**src/rtl/mmio_uart_tx.sv**
```systemverilog
// Memory-mapped 8N1 UART transmitter: TXDATA/STATUS/BAUDDIV window, byte FIFO, serial shifter.
// ReadData and Hit are combinational so a single-cycle LDR sees the value in the same cycle.
module mmio_uart_tx #(
    parameter logic [31:0] BASE_ADDR   = 32'h0000_0100,
    parameter int          DEPTH       = 4,
    parameter logic [15:0] DEFAULT_DIV = 16'd16
) (
    input  logic        clk,
    input  logic        reset,
    input  logic        MemWrite,
    input  logic [31:0] ALUResult,
    input  logic [31:0] WriteData,
    output logic [31:0] ReadData,
    output logic        Hit,
    output logic        txd
);
    localparam int AW = $clog2(DEPTH);
    localparam int CW = AW + 1;
    localparam logic [CW-1:0] FULL_CNT = CW'(DEPTH);
    localparam logic [29:0] W_TX = BASE_ADDR[31:2];
    localparam logic [29:0] W_ST = W_TX + 30'd1;
    localparam logic [29:0] W_BD = W_TX + 30'd2;

    typedef enum logic [1:0] {S_IDLE, S_START, S_DATA, S_STOP} state_t;

    state_t        state_q, state_d;
    logic [7:0]    mem_q [DEPTH];
    logic [7:0]    mem_d [DEPTH];
    logic [AW-1:0] rd_ptr_q, rd_ptr_d, wr_ptr_q, wr_ptr_d;
    logic [CW-1:0] count_q, count_d;
    logic [7:0]    shift_q, shift_d;
    logic [2:0]    idx_q, idx_d;
    logic [15:0]   baud_q, baud_d;
    logic [15:0]   div_act_q, div_act_d;
    logic [15:0]   bauddiv_q, bauddiv_d;
    logic          ovf_q, ovf_d;
    logic          txd_q, txd_d;

    logic sel_tx, sel_st, sel_bd;
    logic empty, full, busy, tick, push_ok, pop;
    logic [4:0] count_ext;
    logic unused_bits;

    assign unused_bits = ^{ALUResult[1:0], WriteData[31:16], count_ext[4]};
    assign txd = txd_q;

    always_comb begin
        sel_tx    = (ALUResult[31:2] == W_TX);
        sel_st    = (ALUResult[31:2] == W_ST);
        sel_bd    = (ALUResult[31:2] == W_BD);
        Hit       = sel_tx | sel_st | sel_bd;
        empty     = (count_q == '0);
        full      = (count_q == FULL_CNT);
        busy      = (state_q != S_IDLE);
        count_ext = 5'(count_q);
        ReadData  = '0;
        if (sel_st) ReadData = {24'b0, count_ext[3:0], ovf_q, empty, full, busy};
        if (sel_bd) ReadData = {16'b0, bauddiv_q};
    end

    // Push handshake: valid = TXDATA store, ready = !full sampled before the edge;
    // valid without ready drops the byte and raises the sticky ovf flag.
    always_comb begin
        state_d   = state_q;
        mem_d     = mem_q;
        rd_ptr_d  = rd_ptr_q;
        wr_ptr_d  = wr_ptr_q;
        count_d   = count_q;
        shift_d   = shift_q;
        idx_d     = idx_q;
        baud_d    = baud_q;
        div_act_d = div_act_q;
        bauddiv_d = bauddiv_q;
        ovf_d     = ovf_q;
        txd_d     = txd_q;
        pop       = 1'b0;
        tick      = (baud_q == div_act_q - 16'd1);
        push_ok   = MemWrite && sel_tx && !full;

        if (MemWrite && sel_tx && full) ovf_d = 1'b1;
        if (MemWrite && sel_st && WriteData[3]) ovf_d = 1'b0;
        if (MemWrite && sel_bd) bauddiv_d = (WriteData[15:0] == 16'd0) ? 16'd1 : WriteData[15:0];

        case (state_q)
            S_IDLE: begin
                txd_d = 1'b1;
                if (!empty) pop = 1'b1;
            end
            S_START: begin
                if (tick) begin
                    state_d = S_DATA;
                    idx_d   = 3'd0;
                    baud_d  = 16'd0;
                    txd_d   = shift_q[0];
                end else begin
                    baud_d = baud_q + 16'd1;
                end
            end
            S_DATA: begin
                if (tick) begin
                    baud_d = 16'd0;
                    if (idx_q == 3'd7) begin
                        state_d = S_STOP;
                        txd_d   = 1'b1;
                    end else begin
                        idx_d = idx_q + 3'd1;
                        txd_d = shift_q[idx_q + 3'd1];
                    end
                end else begin
                    baud_d = baud_q + 16'd1;
                end
            end
            default: begin
                if (tick) begin
                    baud_d = 16'd0;
                    if (!empty) pop = 1'b1;
                    else begin
                        state_d = S_IDLE;
                        txd_d   = 1'b1;
                    end
                end else begin
                    baud_d = baud_q + 16'd1;
                end
            end
        endcase

        // A new frame latches the divisor so mid-frame BAUDDIV writes wait for the next frame.
        if (pop) begin
            shift_d   = mem_q[rd_ptr_q];
            div_act_d = bauddiv_q;
            baud_d    = 16'd0;
            idx_d     = 3'd0;
            state_d   = S_START;
            txd_d     = 1'b0;
            rd_ptr_d  = rd_ptr_q + AW'(1);
        end
        if (push_ok) begin
            mem_d[wr_ptr_q] = WriteData[7:0];
            wr_ptr_d        = wr_ptr_q + AW'(1);
        end
        case ({push_ok, pop})
            2'b10:   count_d = count_q + CW'(1);
            2'b01:   count_d = count_q - CW'(1);
            default: count_d = count_q;
        endcase
    end

    always_ff @(posedge clk) begin
        if (reset) begin
            state_q   <= S_IDLE;
            rd_ptr_q  <= '0;
            wr_ptr_q  <= '0;
            count_q   <= '0;
            shift_q   <= '0;
            idx_q     <= '0;
            baud_q    <= '0;
            div_act_q <= '0;
            bauddiv_q <= DEFAULT_DIV;
            ovf_q     <= 1'b0;
            txd_q     <= 1'b1;
        end else begin
            state_q   <= state_d;
            rd_ptr_q  <= rd_ptr_d;
            wr_ptr_q  <= wr_ptr_d;
            count_q   <= count_d;
            shift_q   <= shift_d;
            idx_q     <= idx_d;
            baud_q    <= baud_d;
            div_act_q <= div_act_d;
            bauddiv_q <= bauddiv_d;
            ovf_q     <= ovf_d;
            txd_q     <= txd_d;
        end
    end

    always_ff @(posedge clk) begin
        mem_q <= mem_d;
    end
endmodule

```
**config.mk**
```make
export PLATFORM = sky130hd
export DESIGN_NAME = mmio_uart_tx
export DESIGN_NICKNAME = d
export VERILOG_FILES = /design/src/rtl/mmio_uart_tx.sv
export SDC_FILE = /design/constraint.sdc
export NUM_CORES = 1
export LEC_CHECK = 0
export CORE_ASPECT_RATIO = 0.5
export CORE_MARGIN = 2
export CORE_UTILIZATION = 45
export DETAILED_ROUTE_END_ITERATION = 8
export MAX_ROUTING_LAYER = met4
export PLACE_DENSITY_LB_ADDON = 0.2
export SYNTH_ARGS = -nofsm -noshare
export SYNTH_HDL_FRONTEND = slang
export SYNTH_SLANG_ARGS = --single-unit
export TNS_END_PERCENT = 100
```
**constraint.sdc**
```tcl
create_clock -name clk -period 5.4 [get_ports clk]
set_clock_uncertainty 0.05 [all_clocks]
set_input_delay 1.62 -clock clk [delete_from_list [all_inputs] [get_ports clk]]
set_output_delay 1.62 -clock clk [all_outputs]
set_load 0.1 [all_outputs]
```
# Word-level counts from Yosys, hierarchy flattened
# Index checks and enable logic that the tools add are counted.
# op_classes
addsub,7
magnitude_cmp,4
n_eq_ne,18
muxes,34
bitwise,5
n_reduce_logical,26
# ops
operator,count
$eq A30 B7 Y1 const B,3
$bwmux W32,1
$mux W16,2
$mux W32,1
$mux W8,3
$add A16 B1 Y16 const B,1
$bmux W8 S2,1
$demux W8 S2,1
$eq A16 B16 Y1,1
$logic_not A16 Y1,1
$reduce_and A4 Y1,4
$sub A16 B1 Y16 const B,1
$pmux W3 S2,2
$mux W1,10
$mux W2,5
$ne A2 B2 Y1 const B,5
$mux W3,3
$ne A3 B3 Y1 const B,3
$reduce_bool A2 Y1,4
$logic_and A1 B1 Y1,7
$mux W7,1
$add A3 B1 Y3 const B,2
$eq A3 B3 Y1 const B,2
$ge A3 B3 Y1 const B,2
20 further kinds,28
# word_totals
reg_bits,102
input_bits,67
out_inout_bits,34
elab_cells,110

# Longest topological paths before layout
# Gate-level depths: netlist of the first run.
# logic_depth
ltp_word,7
depth_mapped,16
depth_no_buf,15

# Worst setup path before layout of the first run
# Ideal clock, no wire load.
# synth_timing
path_kind,input -> output
start,in ALUResult[6]
end,out ReadData[0]
arrival_time_ns,4.849
t_required_ns,3.730
setup_slack_ns,-1.119
path_stages,5
path_buffers,0
cell_sequence,nor4b_1 -> nand4_1 -> nor4_1 -> inv_1 -> o21ai_0
# synth_between
elab_chain_len,3
word_cells_on_any_way,4
classes_between,eq/ne (2); mux (2)
# synth_lines
item,line_no,rtl
"start, declared",11,"input logic [31:0] ALUResult,"
$eq A30 B7 Y1,49,sel_st = (ALUResult[31:2] == W_ST);
$mux W7,57,"if (sel_st) ReadData = {24'b0, count_ext[3:0], ovf_q, empty, full, busy};"
$mux W32 (*),58,"if (sel_bd) ReadData = {16'b0, bauddiv_q};"
"end, declared",13,"output logic [31:0] ReadData,"
# Mark *: on every way between the ends. The rest lies on a longest branch, timed or not.

# Worst setup path after layout of the first run
# layout_timing
start,in ALUResult[9]
end,out ReadData[3]
# Same word-level chain as after synthesis.

==> reports/qor.csv, run 1 <==
stage;metric;value;unit
floorplan;starting density of the core;0.457;
sta;min Tclk post-route;5150;ps
clock_tree;deepest clock path buffer count;2;
routing;WL per Instance;15.1;um
global_routing;Tot GR Track Use;0.203;
floorplan;chip height;80.9;um
floorplan;die width;158;um
global_routing;antenna violations before repair;0;
min_path;HP Start;shift_q[6];
synth;Unique masters post-synth;61;
critical_path;Reg2Reg Setup Slack;1060;ps
routing;initial drt markers;173;
sta;final period utilization;0.955;
critical_path;r2r startpoint;div_act_q[0];
layout;post-route insts no fill;784;
placement;Placed Cells;768;
layout;layout cells sized above 1;0.123;
layout;number of fill cells;1051;
sta;final setup fails;0;
critical_path;Worst Path Arrival;3480;ps
critical_path;Reg2Reg Capture Point;count_q[2];
synth;register area share after synthesis;0.444;
clock_tree;Worst-Skew Late Latency;350;ps
critical_path;Worst setup SP type;input port;
sta;worst hold slack;434;ps
clock_tree;Worst-path clk slew;70;ps
pwr;Pwr Total;0.00159;W
critical_path;critical path type;input port to output pin;
routing;drt first pass iters;4;
flow_run;max cap viols;0;
sta;Pins Over Slew Limit;0;
global_routing;first-pass GRT wire length;19500;um
sta;Fmax;0.194;GHz
floorplan;Core Box Area;0.0117;sq mm
pwr;Leak;2.28;nW
critical_path;worst-path fanout max;10;
layout;# diodes;0;
sta;worst setup margin;245;ps
min_path;hold depth;2;
synth;number of synthesis warnings;0;
clock_tree;H-tree Lvls;3;
sta;actual slew at the worst max-slew pin;957;ps
min_path;Tightest Hold Check Type;flop to flop;
floorplan;die area;0.0128;sq mm
clock_tree;TritonCTS Sinks;102;
placement;I/O Buffers;66;
critical_path;Worst EP required;3730;ps
synth;Synth Register Bits;102;
floorplan;num ports;101;
routing;Routed Antenna Nets;0;
synth;mean area per synthesized cell;9.55;sq um
global_routing;largest net degree at the start of global routing;55;
synth;EDFF count, synth;32;
run_status;status;finished clean;
routing;Vias/cell;5.34;
synth;leading area contributor after synthesis;dfxtp_1;
sta;worst relative slew slack;0.360;
clock_tree;TritonCTS Buffers;9;
synth;Netlist Area Pre-Place;0.00533;sq mm
pwr;Power Density;242;mW/mm^2
global_routing;vias in the first global route;3861;
routing;vias;4190;
clock_tree;CTS tree;yes;
placement;Cell Area, Placed;0.00626;sq mm
clock_tree;postcts setup bufs;0;
clock_tree;Hold Buf Count CTS;0;
layout;post-route cell area;0.00656;sq mm
placement;RePlAce Congestion;0.822;
sta;RSZ-0062 raised after global routing;no;
layout;fin nets;696;
global_routing;Remaining Overflow, GRT;0;
placement;post-detail-place hpwl;8560;um
floorplan;std cell rows;28;
synth;ys async rst share;0;
routing;# DRC;0;
clock_tree;Root Driver;clkbuf_16;
synth;top_reg_cell synth;dfxtp_1;
layout;Synth-to-Final Area Change;23.1;%
critical_path;worst r2r path cells;15;
synth;synth top area cells;dfxtp_1, edfxtp_1, a21oi_1, mux4_2, nand3_1;
critical_path;Critical Path Sink Type;output pin;
synth;Synth top area share;0.263;
sta;final hold vios;0;
synth;Cells after Synth;558;
min_path;Hold EP;shift_q[6];
placement;dpl ws;106;ps
pwr;maximum vdd ir drop;141;uV
routing;drt total wl;11800;um
## routing by layer
layer,part of all wire,global-route usage,vias up
met5,0,-,-
met3,0.042,0.0427,8
met1,0.51,0.286,1986
met2,0.44,0.300,104
li1,-,-,2092
met4,0.0087,0.0473,0
## how the worst max path moves through the flow
stage | startpoint | to | slack [ps] | cells after the start
after floorplan | ALUResult[6] | ReadData[0] | -400 | 5
after global placement | ALUResult[9] | ReadData[3] | 130 | 7
after detailed placement | ALUResult[13] | ReadData[3] | 110 | 7
after CTS | ALUResult[13] | ReadData[3] | 80 | 7
after global routing | ALUResult[9] | ReadData[4] | 9 | 8
final | ALUResult[9] | ReadData[3] | 250 | 7
## cells in the mapped netlist, drive strengths merged (2+ instances only)
cell type / count
a21o: 2
inv: 15
a31oi: 2
nor2b: 4
ha: 14
and2: 10
nand2b: 4
nand2: 44
buf: 25
a311oi: 2
xor2: 18
clkbuf: 23
nor3: 11
nor4b: 3
dfxtp: 70
or2: 2
a22o: 3
mux2: 2
a211oi: 5
mux2i: 4
nor2: 37
mux4: 10
and3: 14
or4: 3
or3: 6
nor4: 17
edfxtp: 32
o31ai: 2
nand4: 6
xnor2: 19
nand3: 42
nand3b: 3
a21oi: 50
a41oi: 2
o21ai: 35
## cell families after synthesis
| group | synth area share |
|---|---|
| buffers and inverters | 0.0573 |
| AO/OA/AOI/OAI | 0.133 |
| other | 0.000704 |
| flip-flops | 0.444 |
| multiplexers | 0.0564 |
| XOR/XNOR | 0.0608 |
| AND/OR/NAND/NOR | 0.212 |
| adder cells (fa/ha/maj) | 0.0366 |
## report_power, final
part	leakage (nW)	internal (W)	switching [W]
logic	1.28	0.0000478	0.000103
registers	0.851	0.000791	0.00000287
clock network	0.148	0.000328	0.000314
## layout by cell type, fill, tap and decap left out, types with 16 or more instances in the layout
cell	count
edfxtp_1	32
conb_1	16
clkdlybuf4s50_1	48
xnor2_1	19
nand3_1	42
xor2_1	18
dfxtp_1	70
buf_12	17
o21ai_0	25
nor2_1	36
nand2_1	44
a21oi_1	50
## repair_timing
item | 4_1_cts | 5_1_grt
setup endpoints to repair | 0 | 7
resized for setup | 0 | 2
endpoints found under the hold margin | 0 | 0
## worst max-delay path, cell delays in order
cell and delay [ps]:
clkdlybuf4s50_1 420, nor4b_1 290, nand4_1 160, nor3_1 300, and2_4 270, a22o_1 230, buf_12 190
## cell type report
type	instances	area, sq um	area share
clock buffers	9	225	0.0344
multi-input cells	408	2720	0.415
clock inverters	7	67.6	0.0103
inverters	15	56.3	0.00859
well taps	165	206	0.0315
repair buffers	78	916	0.140
flip-flops and latches	102	2360	0.360
## state kept, by name, summed over array words and instances, names as in the netlist, 3 cells and up
signal	count
div_act_q	16
shift_q	8
idx_q	3
count_q	3
mem_q	32
baud_q	16
bauddiv_q	16
## stage by stage
step	util	setup TNS [ps]
4_1_cts	0.562	0
5_1_grt	0.562	0
6_report	0.562	0
2_1_floorplan	-	-1590
3_3_place_gp	0.537	0
3_5_place_dp	0.537	0
Note: power is estimated with default switching activity, not from simulation.
==> run 2: changes to the inputs <==
--- a/config.mk
+++ b/config.mk
@@ -11,6 +11,7 @@
 export DETAILED_ROUTE_END_ITERATION = 8
 export MAX_ROUTING_LAYER = met4
 export PLACE_DENSITY_LB_ADDON = 0.2
+export RECOVER_POWER = 25
 export SYNTH_ARGS = -nofsm -noshare
 export SYNTH_HDL_FRONTEND = slang
 export SYNTH_SLANG_ARGS = --single-unit
==> reports/qor.csv, run 2 (synthesis results as in run 1) <==
stage;metric;value;unit
global_routing;largest net degree at the start of global routing;55;
pwr;Leak;2.28;nW
clock_tree;Worst-Skew Late Latency;350;ps
layout;Biggest register;mem_q;
pwr;Power Density;242;mW/mm^2
placement;I/O Buffers;66;
pwr;NetSw;0.000420;W
pwr;P_int;0.00116;W
routing;drt first pass iters;4;
sta;Pins Over Slew Limit;0;
routing;vias;4205;
pwr;combinational share of power;0.094;
routing;DR WL met3;556;um
critical_path;Critical Path Sink Type;output pin;
pwr;Sw Share;0.265;
floorplan;die width;158;um
clock_tree;Root Driver;clkbuf_16;
sta;worst setup margin;250;ps
global_routing;first-pass GRT wire length;19500;um
clock_tree;postcts setup bufs;0;
placement;dpl ws;106;ps
clock_tree;TritonCTS Buffers;9;
placement;post-detail-place hpwl;8560;um
sta;RSZ-0062 raised after global routing;no;
global_routing;antenna violations before repair;0;
layout;fin nets;696;
layout;Largest register FFs;32;
routing;Vias/cell;5.36;
routing;WL per Instance;15.1;um
routing;Routed Antenna Nets;0;
routing;initial drt markers;197;
clock_tree;H-tree Lvls;3;
floorplan;std cell rows;28;
sta;worst hold slack;434;ps
routing;# DRC;0;
layout;Storage cell area;0.00236;sq mm
run_status;status;finished clean;
global_routing;vias in the first global route;3861;
layout;Synth-to-Final Area Change;22.8;%
pwr;clock power share;0.405;
sta;actual slew at the worst max-slew pin;1090;ps
flow_run;max cap viols;0;
placement;RePlAce Congestion;0.822;
floorplan;Core Box Area;0.0117;sq mm
sta;final setup fails;0;
critical_path;Worst Path Arrival;3480;ps
global_routing;Remaining Overflow, GRT;0;
critical_path;Worst setup SP type;input port;
sta;min Tclk post-route;5150;ps
routing;drt total wl;11900;um
routing;highest metal used;met4;
pwr;maximum vdd ir drop;141;uV
floorplan;num ports;101;
routing;DR WL met2;5220;um
sta;worst relative slew slack;0.276;
layout;area of the multi-input gates;0.00271;sq mm
clock_tree;CTS tree;yes;
layout;commonest non-fill, non-tap cell in the layout;dfxtp_1;
sta;final period utilization;0.954;
clock_tree;deepest clock path buffer count;2;
min_path;Tightest Hold Check Type;flop to flop;
floorplan;starting density of the core;0.457;
critical_path;critical path type;input port to output pin;
sta;Fmax;0.194;GHz
layout;number of fill cells;1052;
layout;most frequent cells in the layout;dfxtp_1, a21oi_1, nand2_1;
critical_path;worst-path fanout max;10;
layout;# diodes;0;
global_routing;Tot GR Track Use;0.203;
floorplan;chip height;80.9;um
critical_path;Worst EP required;3730;ps
layout;layout cells sized above 1;0.116;
clock_tree;TritonCTS Sinks;102;
floorplan;die area;0.0128;sq mm
pwr;Sequential Power Share;0.501;
sta;final hold vios;0;
clock_tree;Hold Buf Count CTS;0;
clock_tree;Worst-path clk slew;70;ps
routing;M1 wire length;5970;um
==> run 2: layout make-up <==
| cell class | count | share of cell area |
|---|---|---|
| clock buffers | 9 | 0.0344 |
| repair buffers | 78 | 0.139 |
| well taps | 165 | 0.0316 |
| multi-input cells | 408 | 0.414 |
| clock inverters | 7 | 0.0103 |
| inverters | 15 | 0.00861 |
| flip-flops and latches | 102 | 0.361 |
==> run 2: final timing paths <==
check | startpoint | end | slack (ps) | cells past startpoint
hold reg to reg | shift_q[2] | shift_q[2] | 430 | 2
hold / removal | shift_q[2] | shift_q[2] | 430 | 2
setup / recovery | ALUResult[9] | ReadData[3] | 250 | 7
setup reg to reg | div_act_q[0] | count_q[2] | 620 | 15
==> run 2: power by group through the flow <==
stage               Combinational, W  Clock (W)  Sequential (W)
floorplan                   0.000103          0        0.000815
global placement            0.000151          0        0.000811
detailed placement          0.000151          0        0.000812
CTS                         0.000152   0.000661        0.000794
global route                0.000160   0.000687        0.000794
finish                      0.000149   0.000641        0.000794
==> run 2: timing repair <==
| item | CTS | global route |
|---|---|---|
| endpoints found under the setup margin | 0 | 7 |
| endpoints found under the hold margin | 0 | 0 |
| gates resized for setup | 0 | 2 |
==> run 2: through the flow <==
step	area [sq um]	TNS, ps	instances	power [W]	util
global route	6540	0	784	0.00164	0.560
floorplan	5380	-1590	573	0.000917	-
finish	6540	0	784	0.00158	0.560
CTS	6550	0	784	0.00161	0.562
global placement	6260	0	768	0.000962	0.537
detailed placement	6260	0	768	0.000963	0.537
==> run 2: worst max-delay path, stage by stage <==
cell and delay (ps):
clkdlybuf4s50_1 420, nor4b_1 290, nand4_1 160, nor3_1 290, and2_4 270, a22o_1 230
buf_12 190
==> run 2: routing by layer <==
metal  global-route usage  vias to the layer above
met5                    -                        -
met4               0.0473                        0
met3               0.0427                        9
met2                0.300                       98
met1                0.286                     2004
li1                     -                     2094
==> run 3: changes to the inputs <==
--- a/config.mk
+++ b/config.mk
@@ -8,6 +8,7 @@
 export CORE_ASPECT_RATIO = 0.5
 export CORE_MARGIN = 2
 export CORE_UTILIZATION = 45
+export CTS_CLUSTER_SIZE = 16
 export DETAILED_ROUTE_END_ITERATION = 8
 export MAX_ROUTING_LAYER = met4
 export PLACE_DENSITY_LB_ADDON = 0.2
==> results of run 3 <==
The final DEF is identical to that of run 2; final timing and power are the same.
